### src/rtl/cpu_types_pkg.sv
// cpu_types_pkg
//   Shared types for the pipeline-stage buffer.
//   word_t        : default datapath word.
//   ready_mode_t  : how in_ready is derived when the buffer is full.
//   depth_ok()    : legal buffer depths (power of two, 2..8).
package cpu_types_pkg;

   typedef logic [31:0] word_t;

   typedef enum logic {
      RDY_NOT_FULL        = 1'b0,  // in_ready = !full
      RDY_NOT_FULL_OR_POP = 1'b1   // in_ready = !full || pop
   } ready_mode_t;

   localparam int STALL_W = 16;

   function automatic bit depth_ok(input int d);
      return (d >= 2) && (d <= 8) && ((d & (d - 1)) == 0);
   endfunction

endpackage

### src/rtl/pipe_stage_buf_sat_counter.sv
// sat_counter
//   Saturating up-counter; sticks at all-ones.
//   CLK   : clock, rising edge
//   RST   : async active-high reset, clears the count
//   inc   : count one event this cycle
//   value : current count
module sat_counter #(
   parameter int W = 16
) (
   input  logic         CLK,
   input  logic         RST,
   input  logic         inc,
   output logic [W-1:0] value
);

   always_ff @(posedge CLK or posedge RST) begin
      if (RST) begin
         value <= '0;
      end else if (inc && (value != '1)) begin
         value <= value + W'(1);
      end
   end

endmodule

### src/rtl/pipe_stage_buf.sv
// pipe_stage_buf
//   Small FIFO between two pipeline stages with a halt tag. Once an entry
//   tagged halt is accepted, upstream is blocked; when that entry leaves,
//   'halted' latches until reset.
//   CLK, RST              : clock / async active-high reset
//   in_valid/in_ready     : upstream handshake, in_data + in_halt payload
//   flush                 : discard all entries at the next edge
//   out_valid/out_ready   : downstream handshake, out_data + out_halt head
//   count                 : occupancy
//   halted                : sticky, a halt entry has been popped
//   stall_cnt             : saturating count of in_valid && !in_ready cycles
module pipe_stage_buf
   import cpu_types_pkg::*;
#(
   parameter int          WIDTH      = $bits(word_t),
   parameter int          DEPTH      = 2,
   parameter ready_mode_t READY_MODE = RDY_NOT_FULL
) (
   input  logic                     CLK,
   input  logic                     RST,
   input  logic                     in_valid,
   output logic                     in_ready,
   input  logic [WIDTH-1:0]         in_data,
   input  logic                     in_halt,
   input  logic                     flush,
   output logic                     out_valid,
   input  logic                     out_ready,
   output logic [WIDTH-1:0]         out_data,
   output logic                     out_halt,
   output logic [$clog2(DEPTH):0]   count,
   output logic                     halted,
   output logic [STALL_W-1:0]       stall_cnt
);

   localparam int AW = $clog2(DEPTH);
   localparam int CW = AW + 1;

   if (!depth_ok(DEPTH)) begin : g_depth_chk
      $error("pipe_stage_buf: DEPTH must be a power of two in 2..8");
   end

   typedef struct packed {
      logic             halt;
      logic [WIDTH-1:0] data;
   } entry_t;

   entry_t          mem [DEPTH];
   logic [AW-1:0]   wr_ptr, rd_ptr;
   logic            halt_pending;
   logic            primed;       // storage holds real data somewhere
   logic            full, push, pop, ready_base;
   entry_t          head;

   assign head      = mem[rd_ptr];
   assign full      = (count == CW'(DEPTH));
   assign out_valid = (count != '0);
   assign pop       = out_valid && out_ready && !flush;

   // Mode 1 lets a full buffer accept when the head leaves in the same cycle.
   assign ready_base = (READY_MODE == RDY_NOT_FULL_OR_POP) ? (!full || pop) : !full;
   assign in_ready   = !(halt_pending || halted) && ready_base;
   assign push       = in_valid && in_ready && !flush;

   // Storage is not reset; show zero until something has been written.
   assign out_data = primed ? head.data : '0;
   assign out_halt = out_valid && head.halt;

   always_ff @(posedge CLK) begin
      if (push) mem[wr_ptr] <= '{halt: in_halt, data: in_data};
   end

   always_ff @(posedge CLK or posedge RST) begin
      if (RST) begin
         wr_ptr       <= '0;
         rd_ptr       <= '0;
         count        <= '0;
         halt_pending <= 1'b0;
         halted       <= 1'b0;
         primed       <= 1'b0;
      end else begin
         if (push) primed <= 1'b1;
         if (pop && head.halt) halted <= 1'b1;
         if (flush) begin
            wr_ptr       <= '0;
            rd_ptr       <= '0;
            count        <= '0;
            halt_pending <= 1'b0;
         end else begin
            // pointers wrap naturally since DEPTH is a power of two
            if (push) wr_ptr <= wr_ptr + AW'(1);
            if (pop)  rd_ptr <= rd_ptr + AW'(1);
            case ({push, pop})
               2'b10:   count <= count + CW'(1);
               2'b01:   count <= count - CW'(1);
               default: count <= count;
            endcase
            // in_ready is low while a halt entry is held, so set and clear
            // never coincide
            if (pop && head.halt)  halt_pending <= 1'b0;
            if (push && in_halt)   halt_pending <= 1'b1;
         end
      end
   end

   sat_counter #(.W(STALL_W)) u_stall_cnt (
      .CLK   (CLK),
      .RST   (RST),
      .inc   (in_valid && !in_ready),
      .value (stall_cnt)
   );

endmodule

### config.mk
export PLATFORM = sky130hd
export DESIGN_NAME = pipe_stage_buf
export DESIGN_NICKNAME = d
export VERILOG_FILES = /design/src/rtl/cpu_types_pkg.sv /design/src/rtl/pipe_stage_buf_sat_counter.sv /design/src/rtl/pipe_stage_buf.sv
export SDC_FILE = /design/constraint.sdc
export NUM_CORES = 1
export LEC_CHECK = 0
export BUFFER_PORTS_ARGS = -buffer_cell sky130_fd_sc_hd__buf_2
export CAP_MARGIN = 10
export CORE_UTILIZATION = 55
export CTS_BUF_LIST = sky130_fd_sc_hd__clkbuf_4
export DETAILED_ROUTE_END_ITERATION = 6
export PLACE_DENSITY = 0.87
export SLEW_MARGIN = 5
export SYNTH_ARGS = -nofsm -noshare
export SYNTH_HDL_FRONTEND = slang
export SYNTH_HIERARCHICAL = 1
export SYNTH_SLANG_ARGS = --single-unit
### constraint.sdc
create_clock -name CLK -period 2.59 [get_ports CLK]
set_clock_uncertainty 0.15 [all_clocks]
set_input_delay 0 -clock CLK [delete_from_list [all_inputs] [get_ports CLK]]
set_output_delay 0 -clock CLK [all_outputs]
set_load 0.02 [all_outputs]
Yosys cells after proc, flatten, opt, wreduce, memory -nomap -nowiden
Memories as Yosys holds them, arrays and structs flattened.
Cells that the tools add are included.

word-level totals
  flip-flop bits (word level) = 23
  bits in writable memories = 66
  memories = 1
  word-level logic and storage cells = 49
  input bits = 38
  output and inout port bits = 54

operators by class
  reduce and logical (&&, ||, !) cells = 20
  add/subtract/negate cells = 5
  equal/unequal tests = 4
  muxes and demuxes = 12

memories
  memory  words  bits a word  rd ports  clocked after memory_dff  wr ports  RTL line              RTL
  mem     2      33           1         0                         1         pipe_stage_buf.sv:47  entry_t mem [DEPTH];

operators by type and width
  operator               number
  $mux 32                1
  $add 16x1->16 const B  1
  $ne 16x16->1 const B   1
  $logic_and 1x1->1      10
  $mux 1                 9
  $reduce_bool 2->1      3
  $reduce_bool 3->1      2
  $eq 2x2->1 const B     2
  $logic_not 1->1        4
  $pmux 2 s2             1
  $add 1x1->1 const B    2
  $add 2x1->2 const B    1
  $eq 2x1->1 const B     1
  $mux 2                 1
  $sub 2x1->2 const B    1
  $logic_or 1x1->1       1

Depth between registers and ports, before layout
Gate-level depths: netlist of the first run.

  depth after elaboration = 8
  mapped depth = 7
  depth with buffers taken out = 7

Cells and area by module
Netlist of the first run, hierarchy kept.

by module, submodules not included
  module          cells an instance  times used  sequential area each (um^2)  area an instance (um^2)
  pipe_stage_buf  178                1           2157.1                       2941.6
  sat_counter     71                 1           400.4                        805.8

Least setup slack after synthesis of the first run
OpenSTA, ideal clock, no wires.

  path kind = register to register
  start = register count[0]
  end = register u_stall_cnt.value[14]
  arrival = 2.169 ns
  library setup time = 0.125 ns
  path buffers = 0
  data required time = 2.315 ns
  period minus slack after synthesis = 2.443 ns
  stages on the path, launching flop included = 8
  setup slack = 0.147 ns
  path through = dfrtp_1 > and2b_1 > nor3_1 > nor2b_1 > and4_1 > nand3_1 > nor2_1 > mux2_2

on the way
  cells in the longest elaborated chain, start to end = 6

RTL lines
  what                      RTL line                          RTL
  start: declaration        pipe_stage_buf.sv:30              output logic [$clog2(DEPTH):0] count,
  start signal: assignment  pipe_stage_buf.sv:93              2'b10: count <= count + CW'(1);
  start signal: assignment  pipe_stage_buf.sv:94              2'b01: count <= count - CW'(1);
  start signal: assignment  pipe_stage_buf.sv:95              default: count <= count;
  $eq 2x2->1                pipe_stage_buf.sv:55              assign full = (count == CW'(DEPTH));
  $logic_not 1->1           pipe_stage_buf.sv:60              assign ready_base = (READY_MODE == RDY_NOT_FULL_OR_POP) ? (!full || pop) : !full;
  $logic_and 1x1->1         pipe_stage_buf.sv:61              assign in_ready = !(halt_pending || halted) && ready_base;
  named net in_ready        pipe_stage_buf.sv:22              output logic in_ready,
  $logic_not 1->1           pipe_stage_buf.sv:108             .inc (in_valid && !in_ready),
  $logic_and 1x1->1         pipe_stage_buf.sv:108
  $logic_and 1x1->1         pipe_stage_buf_sat_counter.sv:19  end else if (inc && (value != '1)) begin
  end signal: assignment    pipe_stage_buf_sat_counter.sv:20  value <= value + W'(1);
  end: declaration          pipe_stage_buf_sat_counter.sv:13  output logic [W-1:0] value

The timed path passes the listed nets, and every way through them passes these cells.
A chain may end at the register's enable or synchronous reset.

Final worst setup path of the first run
  start = register count[0]
  end = register u_stall_cnt.value[14]

on the way
  cells in the longest elaborated chain, start to end = 6

RTL lines
  what               RTL line
  $eq 2x2->1         pipe_stage_buf.sv:55
  $logic_not 1->1    pipe_stage_buf.sv:60
  $logic_and 1x1->1  pipe_stage_buf.sv:61
  $logic_not 1->1    pipe_stage_buf.sv:108
  $logic_and 1x1->1  pipe_stage_buf.sv:108
  $logic_and 1x1->1  pipe_stage_buf_sat_counter.sv:19

No other way between the ends.

==> out/metrics.cfg, run 1 <==
[critical_path]
path_max_fanout = 8
slowest_stage = dfrtp_1
critPathBufInv = 0
cp-start-kind = register
required_ns = 2.74
crit_type = register to register
worstSetupPathDepth = 7
crit_path_max_incr_delay_ns = 0.47
cp_cell_sequence = and2b_1 -> nor3_1 -> nor2b_1 -> and4_1 -> nand3_1 -> nor2_1 -> mux2_2
rrSetupSlack_ns = 0.29
r2r_cells = 7
rr_endpoint = u_stall_cnt/value[14]
worstReg2RegStart = count[0]
critPathCaptureType = register
critPathTopFamily = simple AND/OR/NAND/NOR gates
critPathArrivalTime_ns = 2.44

[layout]
area_growth_pct = 29.0
utilization_pct = 74.8
finish.instance_area_sq_um = 4830
seq_area_sq_um = 2560
drive_above_1_share_pct = 30.5
multiInputGateArea_sq_um = 1130
n_antenna_cell = 0
nFillCells = 403
fin_nets = 425

[cts]
clkTransAtPathRegs_ns = 0.13
tritoncts = built
cts_root_buf = clkbuf_4
max-clock-path-buffers = 2
post_cts_buffers = 0
cts.sinks = 89
cts_max_level = 3
cts_buffers = 9
worstSkewPairLatency_ns = 0.40

[grt]
antenna_found_initial = 0
grt_pass1_vias = 2520
gr-total-overflow = 0
grt_pass1_wl_um = 11600
grt_max_degree = 34
grt_usage_pct = 21.2

[power]
fin_total_pwr_uw = 3490
p_per_area_nw_per_um2 = 723
p_leak_uw = 0.00194
vdd_drop_max_mv = 0.642

[detailed_routing]
wl_per_cell_um = 15.2
wirelength_um = 7120
viasPerCell = 5.36
routed-via-count = 2503
route.detailed.drc = 8
ant_nets = 0
drt_iter0_markers = 121
dr.pass1.iters = 7

[synthesis]
ys_top_cells_by_count = edfxtp_1 (66), mux2i_1 (35), nor2b_1 (35)
yosysTopAreaCell = edfxtp_1
yosysTopAreaCellShare_pct = 52.9
synth_area_leaders = edfxtp_1 (53%), dfrtp_1 (15%), mux2i_1 (9.3%)
netlist_area_sq_um = 3750
yosysSeqAreaShare_pct = 68.2
netlist_instances = 249
syn_area_per_cell_sq_um = 15.0
ys_seq_elements = 89
synth-edff-count = 66
ys_types = 40
synth.most_common_cell = edfxtp_1
async_reset_ff_share_pct = 25.8
synth_nets = 288
ys_warn_count = 6
ys.flop_type = edfxtp_1

[floorplan]
die_w_um = 84.5
io_pins = 92
rows = 29
initial_core_util_pct = 58.0
die-area_sq_um = 7150
die_y_um = 84.5
core_area_sq_um = 6460

[timing]
finalCriticalPeriod_ns = 2.30
relSlewSlack_pct = 40.4
setup_ws_ns = 0.294
rsz0062_at_grt = no
tightest_slew_ns = 0.894
slew_viol_final = 0
timing.final.crit_share_pct = 88.7
final_hold_viol_count = 0
tns_ns = 0
fmax_mhz = 435
setup_viol = 0

[placed_design]
gp_congestion = 0.822
place_ws_ns = 0.355
dp_hpwl_um = 4520
place_area_sq_um = 4300
io_buffers = 91

[min_path]
worstHoldPathType = primary input to async pin

[run_status]
outcome = complete, but fails checks
violations = DRC

[job]
drv_cap = 0

-- metrics by stage --
stage | hold slack [ns] | cells
6_report | 0.0633 | 467
5_1_grt | 0.119 | 467
4_1_cts | 0.0499 | 467
3_5_place_dp | -0.171 | 413
3_3_place_gp | -0.180 | 413
2_1_floorplan | -0.347 | 249
-- metal layers --
metal | GRT usage, % | part of all wire, %
met4 | 9.40 | 1.5
met2 | 37.4 | 53
met5 | 0 | 0
met3 | 3.64 | 4.7
met1 | 25.8 | 41
-- flip-flops by register name, indices dropped and copies added (netlist names) --
name and flops:
mem 66, u_stall_cnt/value 16, count 2, halt_pending 1
halted 1, primed 1, rd_ptr 1, wr_ptr 1
-- power by group --
part | switching, uW | internal (uW) | total [uW]
clock network | 411 | 390 | 801
logic | 528 | 372 | 900
registers | 122 | 1670 | 1790
total | 1060 | 2430 | 3490
-- worst reg2reg max path: stages, from the launching register on --
cell     delay, ns
dfrtp_1       0.47
and2b_1       0.27
nor3_1        0.08
nor2b_1       0.32
and4_1        0.32
nand3_1       0.13
nor2_1        0.13
mux2_2        0.34
-- final cells by class --
type	count	share of cell area, %
timing repair buffer	133	18.2
tap	77	1.99
clock buffer	10	1.55
inverter	5	0.388
multi-input combinational	148	23.4
sequential	89	52.9
clock inverter	5	1.48
-- worst max path at each step --
stage	from	to	slack (ns)
after floorplan	count[0]	u_stall_cnt/value[14]	0.15
after global placement	count[0]	u_stall_cnt/value[14]	0.42
after detailed placement	count[0]	u_stall_cnt/value[14]	0.35
after CTS	count[0]	u_stall_cnt/value[14]	0.33
after global routing	count[0]	u_stall_cnt/value[14]	0.14
final	count[0]	u_stall_cnt/value[14]	0.29
-- cell usage in the layout, fill, tap and decap left out, types with 5 or more instances in the layout --
cell           count
dlygate4sd3_1     39
nor2_1             7
dfrtp_1           22
xnor2_1           11
clkbuf_4          10
edfxtp_1          66
nand4_1            5
inv_1              5
mux2i_1           35
nor2b_1           35
nand2_1            7
buf_2             91
nand3_1            7
-- cells by family after synthesis --
group / Yosys count / synth area share, %
DFF: 89 / 68.2
and+or+nand+nor: 86 / 14.8
muxes: 37 / 9.95
AOI/OAI and AO/OA: 12 / 2.27
xor gates and xnor gates: 12 / 2.80
buffers and inverters: 12 / 1.60
adders and majority gates: 1 / 0.334
-- timing repair --
item	CTS	global route
gates resized for setup	0	0
endpoints found under the hold margin	98	0
hold buffers	39	0
(Power assumes the default switching activity.)
==> inputs of run 2 (changes only) <==
--- a/config.mk
+++ b/config.mk
@@ -7,10 +7,10 @@
 export LEC_CHECK = 0
 export BUFFER_PORTS_ARGS = -buffer_cell sky130_fd_sc_hd__buf_2
 export CAP_MARGIN = 10
-export CORE_UTILIZATION = 55
+export CORE_UTILIZATION = 59
 export CTS_BUF_LIST = sky130_fd_sc_hd__clkbuf_4
 export DETAILED_ROUTE_END_ITERATION = 6
-export PLACE_DENSITY = 0.87
+export PLACE_DENSITY = 0.92
 export SLEW_MARGIN = 5
 export SYNTH_ARGS = -nofsm -noshare
 export SYNTH_HDL_FRONTEND = slang
==> constraint.sdc (replaced) <==
create_clock -name CLK -period 2.75 [get_ports CLK]
set_clock_uncertainty 0.15 [all_clocks]
set_input_delay 0 -clock CLK [delete_from_list [all_inputs] [get_ports CLK]]
set_output_delay 0 -clock CLK [all_outputs]
set_load 0.02 [all_outputs]
==> run 2 against run 1 <==
The run now ends clean. Wire length is 5.8% higher. Critical endpoint unchanged. Highest routed layer unchanged. Clock power rose by 9.7%. Sequential cell count is the same.
==> out/metrics.cfg, run 2 (synthesized netlist as in run 1, its figures left out) <==
[floorplan]
core_area_sq_um = 6030  ; -6.7%
rows = 28  ; -3.4%
io_pins = 92  ; unchanged
die_w_um = 81.7  ; -3.4%
die_y_um = 81.7  ; -3.4%
die-area_sq_um = 6670  ; -6.6%
initial_core_util_pct = 62.2  ; +4.2 points

[power]
vdd_drop_max_mv = 0.579  ; -9.8%
p_comb_share_pct = 25.3  ; -0.5 points
sequentialPowerShare_pct = 49.2  ; -2.1 points
swShare_pct = 30.4  ; about the same
p_switching_uw = 1050  ; -1.3%
p_leak_uw = 0.00196  ; +1.3%
fin_total_pwr_uw = 3450  ; -1.3%
p_per_area_nw_per_um2 = 705  ; -2.4%
p_int_uw = 2400  ; -1.3%
pwr-share-clk_pct = 25.5  ; +2.6 points

[critical_path]
r2r_cells = 7  ; unchanged
required_ns = 2.92  ; +0.18 ns
worstSetupPathDepth = 7  ; unchanged
critPathCaptureType = register
slowest_stage = dfrtp_1
path_max_fanout = 8  ; unchanged
cp_cell_sequence = and2b_1 -> nor3_1 -> nor2b_1 -> and4_1 -> nand3_1 -> nor2_1 -> mux2_2
critPathArrivalTime_ns = 2.51  ; +0.07 ns
crit_type = register to register
critPathTopFamily = simple AND/OR/NAND/NOR gates
cp-start-kind = register
crit_path_max_incr_delay_ns = 0.47  ; about the same
critPathBufInv = 0  ; unchanged

[cts]
ctsResizeCount = 0  ; unchanged
cts.sinks = 89  ; unchanged
max-clock-path-buffers = 2  ; unchanged
cts_root_buf = clkbuf_4
cts_max_level = 3  ; unchanged
worstSkewPairLatency_ns = 0.41  ; about the same
cts_buffers = 9  ; unchanged
tritoncts = built
clkTransAtPathRegs_ns = 0.13  ; about the same

[placed_design]
dp_hpwl_um = 4500  ; -0.44%
io_buffers = 91  ; unchanged
dp.cells = 411  ; -0.48%
gp_congestion = 0.820  ; -0.24%
place_area_sq_um = 4310  ; +0.23%

[detailed_routing]
wirelength_um = 7540  ; +5.8%
viasPerCell = 5.41  ; +0.88%
dr.pass1.iters = 4  ; -3
drt_iter0_markers = 137  ; +13%
wl_per_cell_um = 16.1  ; +5.8%
routed-via-count = 2525  ; +0.88%
route.detailed.drc = 0  ; -8
ant_nets = 0  ; unchanged

[grt]
antenna_found_initial = 0  ; unchanged
grt_pass1_wl_um = 11600  ; unchanged
gr-total-overflow = 0  ; unchanged
grt_pass1_vias = 2428  ; -3.7%
grt_usage_pct = 24.5  ; +3.3 points
grt_max_degree = 34  ; unchanged

[layout]
finish.instance_area_sq_um = 4890  ; +1.1%
reg.largest.list = mem x66, u_stall_cnt/value x16, count x2
n_antenna_cell = 0  ; unchanged
stdcell_count = 467  ; unchanged
largest_reg_flops = 66  ; unchanged
drive_above_1_share_pct = 30.9  ; +0.35 points
mostFrequentLayoutCell = buf_2
top_register = mem
area_growth_pct = 30.5
fin_nets = 426  ; +0.24%
mostFrequentLayoutCells = buf_2 (91), edfxtp_1 (66), dlygate4sd3_1 (40)

[timing]
fmax_mhz = 428  ; -1.6%
setup_viol = 0  ; unchanged
timing.final.crit_share_pct = 84.9  ; -3.8 points
hold_ws_ns = 0.0359  ; -0.0274 ns
rsz0062_at_grt = no
tns_ns = 0  ; unchanged
tightest_slew_ns = 0.851  ; -0.0431 ns
slew_viol_final = 0  ; unchanged
relSlewSlack_pct = 43.3  ; +2.9 points
finalCriticalPeriod_ns = 2.33  ; +0.0376 ns
final_hold_viol_count = 0  ; unchanged

[job]
drv_cap = 0  ; unchanged

[min_path]
worstHoldPathType = primary input to async pin

[run_status]
outcome = complete, no violations

## run 2: cell types whose count changed in the layout (fill, tap and decap cells not counted)
cell / previous run / this run
buf_12: 1 / 2
buf_4: 2 / 1
bufinv_16: 2 / 3
clkinv_1: 3 / 2
clkinv_4: 0 / 1
dlygate4sd3_1: 39 / 40
## run 2: worst paths after layout
check	endpoint	from	slack, ns
hold reg to reg	u_stall_cnt/value[7]	u_stall_cnt/value[7]	0.40
max in group asynchronous	rd_ptr	RST	1.76
setup / recovery	u_stall_cnt/value[14]	count[0]	0.42
min in group CLK	mem[1][13]	in_data[13]	0.15
hold / removal	u_stall_cnt/value[14]	RST	0.04
setup reg to reg	u_stall_cnt/value[14]	count[0]	0.42
## run 2: repair_timing
| item | CTS | global route |
|---|---|---|
| hold buffers | 40 | 0 |
| hold endpoints to repair | 99 | 0 |
| buffers inserted | 0 | 0 |
## run 2: layout make-up
class | instances | area (sq um)
Timing Repair Buffer | 134 | 903
Clock buffer | 10 | 75.1
Sequential cell | 89 | 2560
Multi-Input combinational cell | 148 | 1130
Fill cell | 363 | 1140
Inverter | 5 | 18.8
Tap cell | 75 | 93.8
Clock inverter | 6 | 106
## run 2: power by group through the flow
stage | Combinational, uW | Sequential (uW) | Clock, uW
after floorplan | 501 | 1740 | 0
after global placement | 779 | 1710 | 0
after detailed placement | 799 | 1720 | 0
after CTS | 854 | 1690 | 895
after global routing | 944 | 1720 | 940
final | 871 | 1700 | 879
## run 2: tightest hold or removal path, cell delays in order
cell,delay (ns)
dlygate4sd3_1,0.53
buf_2,0.13
inv_1,0.44
## run 2: per-stage QoR
stage	setup slack (ns)	utilization (%)
4_1_cts	0.462	81.1
3_5_place_dp	0.477	71.5
6_report	0.416	81.1
2_1_floorplan	0.307	-
3_3_place_gp	0.594	71.5
5_1_grt	0.225	81.1
## run 2: routing by layer
| metal | vias to the layer above | routed length, um | track usage, % |
|---|---|---|---|
| li1 | 1197 | - | - |
| met1 | 1209 | 3000 | 29.8 |
| met2 | 97 | 4020 | 42.0 |
| met3 | 22 | 290 | 3.89 |
| met4 | 0 | 225 | 13.5 |
| met5 | - | 0 | 0 |
==> inputs of run 3 (changes only) <==
--- a/config.mk
+++ b/config.mk
@@ -7,10 +7,10 @@
 export LEC_CHECK = 0
 export BUFFER_PORTS_ARGS = -buffer_cell sky130_fd_sc_hd__buf_2
 export CAP_MARGIN = 10
-export CORE_UTILIZATION = 59
+export CORE_UTILIZATION = 55
 export CTS_BUF_LIST = sky130_fd_sc_hd__clkbuf_4
 export DETAILED_ROUTE_END_ITERATION = 6
-export PLACE_DENSITY = 0.92
+export PLACE_DENSITY = 0.87
 export SLEW_MARGIN = 5
 export SYNTH_ARGS = -nofsm -noshare
 export SYNTH_HDL_FRONTEND = slang
==> constraint.sdc (replaced) <==
create_clock -name CLK -period 2.3 [get_ports CLK]
set_clock_uncertainty 0.15 [all_clocks]
set_input_delay 0 -clock CLK [delete_from_list [all_inputs] [get_ports CLK]]
set_output_delay 0 -clock CLK [all_outputs]
set_load 0.02 [all_outputs]
==> run 3 against run 2 <==
The flow now finishes with violations (DRC). Clock power shrank 15%. Core utilization shrank 6.2 points. Sequential power grew 18%. Die area grew 7.1%. Via count shrank 0.71%. First-iteration DRC count shrank 18%. Cell area shrank 0.97%. Sequential share of layout area grew 0.51 points. Largest cell class unchanged. Largest power group unchanged.
==> out/metrics.cfg, run 3 (synthesized netlist as in run 1, its figures left out) <==
[floorplan]
core_area_sq_um = 6460  ; +7.2%
initial_core_util_pct = 58.0  ; -4.2 points
die_y_um = 84.5  ; +3.5%
rows = 29  ; +3.6%
io_pins = 92  ; unchanged
die_w_um = 84.5  ; +3.5%
die-area_sq_um = 7150  ; +7.1%

[grt]
gr-total-overflow = 0  ; unchanged
use_met1_pct = 26.7  ; -3.1 points
grt_use_met2_pct = 40.5  ; -1.5 points
grt_max_degree = 34  ; unchanged
grt_usage_pct = 22.4  ; -2.1 points
grt_pass1_vias = 2593  ; +6.8%
grt_pass1_wl_um = 12200  ; +5.0%
antenna_found_initial = 0  ; unchanged
met3_usage_pct = 4.03  ; +0.14 points
busiest_layer = met2

[cts]
cts_root_buf = clkbuf_4
cts.sinks = 89  ; unchanged
clkTransAtPathRegs_ns = 0.13  ; about the same
max-clock-path-buffers = 2  ; unchanged
cts_buffers = 9  ; unchanged
worstSkewPairLatency_ns = 0.41  ; about the same
post_cts_buffers = 0  ; unchanged
cts_max_level = 3  ; unchanged
tritoncts = built
ctsResizeCount = 0  ; unchanged

[critical_path]
rr_endpoint = u_stall_cnt/value[14]
crit_type = register to register
required_ns = 2.43  ; -0.49 ns
critPathCaptureType = register
path_max_fanout = 8  ; unchanged
rrSetupSlack_ns = 0.20  ; -0.21 ns
critPathArrivalTime_ns = 2.23  ; -0.28 ns
r2r_cells = 7  ; unchanged
worstReg2RegStart = count[1]
cp-start-kind = register

[detailed_routing]
route.detailed.drc = 6  ; +6
wirelength_um = 7350  ; -2.5%
drt_iter0_markers = 113  ; -18%
wl_per_cell_um = 15.5  ; -3.9%
dr.pass1.iters = 6  ; +2
viasPerCell = 5.29  ; -2.2%
routed-via-count = 2507  ; -0.71%
ant_nets = 0  ; unchanged

[timing]
finalCriticalPeriod_ns = 2.10  ; -0.237 ns
rsz0062_at_grt = no
slew_viol_final = 0  ; unchanged
setup_viol = 0  ; unchanged
setup_ws_ns = 0.203  ; -0.213 ns
fmax_mhz = 477  ; +11%
relSlewSlack_pct = 41.0  ; -2.3 points
tightest_slew_ns = 0.885  ; +0.0341 ns
hold_ws_ns = 0.0447  ; +0.00880 ns
tns_ns = 0  ; unchanged
timing.final.crit_share_pct = 91.2  ; +6.3 points
final_hold_viol_count = 0  ; unchanged

[layout]
area_growth_pct = 29.2
mostFrequentLayoutCells = buf_2 (91), edfxtp_1 (66), dlygate4sd3_1 (40)
reg.largest.list = mem x66, u_stall_cnt/value x16, count x2
largest_reg_flops = 66  ; unchanged
mostFrequentLayoutCell = buf_2
n_antenna_cell = 0  ; unchanged
finish.instance_area_sq_um = 4840  ; -0.97%
top_register = mem
drive_above_1_share_pct = 32.2  ; +1.4 points
fin_nets = 431  ; +1.2%

[placed_design]
io_buffers = 91  ; unchanged
place_ws_ns = 0.275  ; -0.202 ns
place_area_sq_um = 4330  ; +0.46%
dp_hpwl_um = 4660  ; +3.4%
gp_congestion = 0.812  ; -1.0%

[power]
p_per_area_nw_per_um2 = 788  ; +12%
vdd_drop_max_mv = 0.708  ; +22%
p_leak_uw = 0.00196  ; -0.22%

[min_path]
worstHoldPathType = primary input to async pin

[job]
drv_cap = 0  ; unchanged

[run_status]
outcome = complete, but fails checks
violations = DRC

run 3: layout make-up:
type	count	area, sq um
inverter	5	18.8
clock buffer	14	105
fill	427	1620
multi-input combinational	148	1140
timing repair buffer	139	916
sequential	89	2560
tap	77	96.3
clock inverter	2	8.76
run 3: worst max path at each step:
stage | startpoint | end | slack [ns] | cells after the start
after floorplan | count[0] | u_stall_cnt/value[14] | 0.07 | 7
final | count[1] | u_stall_cnt/value[14] | 0.20 | 7
after CTS | count[1] | u_stall_cnt/value[14] | 0.25 | 7
after global placement | count[1] | u_stall_cnt/value[14] | 0.36 | 7
after detailed placement | count[1] | u_stall_cnt/value[14] | 0.27 | 7
after global routing | count[1] | u_stall_cnt/value[14] | 0.1 | 7
run 3: through the flow:
| step | util [%] | instances | power, uW |
|---|---|---|---|
| CTS | 75.0 | 474 | 3820 |
| finish | 75.0 | 474 | 3810 |
| detailed placement | 67.0 | 418 | 3030 |
| floorplan | - | 249 | 2690 |
| global route | 75.0 | 474 | 4020 |
| global placement | 67.0 | 418 | 3000 |
run 3: critical path, cell delays in order, from the launching register on:
cell	delay (ns)
dfrtp_1	0.47
and2b_1	0.23
nor3_2	0.06
nor2b_1	0.15
and4_1	0.28
nand3_1	0.14
nor2_1	0.15
mux2_2	0.34
run 3: repair_timing:
| item | CTS | global route |
|---|---|---|
| endpoints found under the setup margin | 0 | 0 |
| hold buffers | 40 | 0 |
| hold endpoints to repair | 96 | 0 |
run 3: power by group:
group	total, uW	internal, uW	switching (uW)
Combinational	1070	444	623
Sequential	2000	1880	117
Clock	748	281	467
run 3: metal layers:
layer | vias to the layer above | wire (um)
met1 | 1219 | 3130
met3 | 8 | 313
met4 | 0 | 78
met5 | - | 0
li1 | 1212 | -
met2 | 68 | 3830
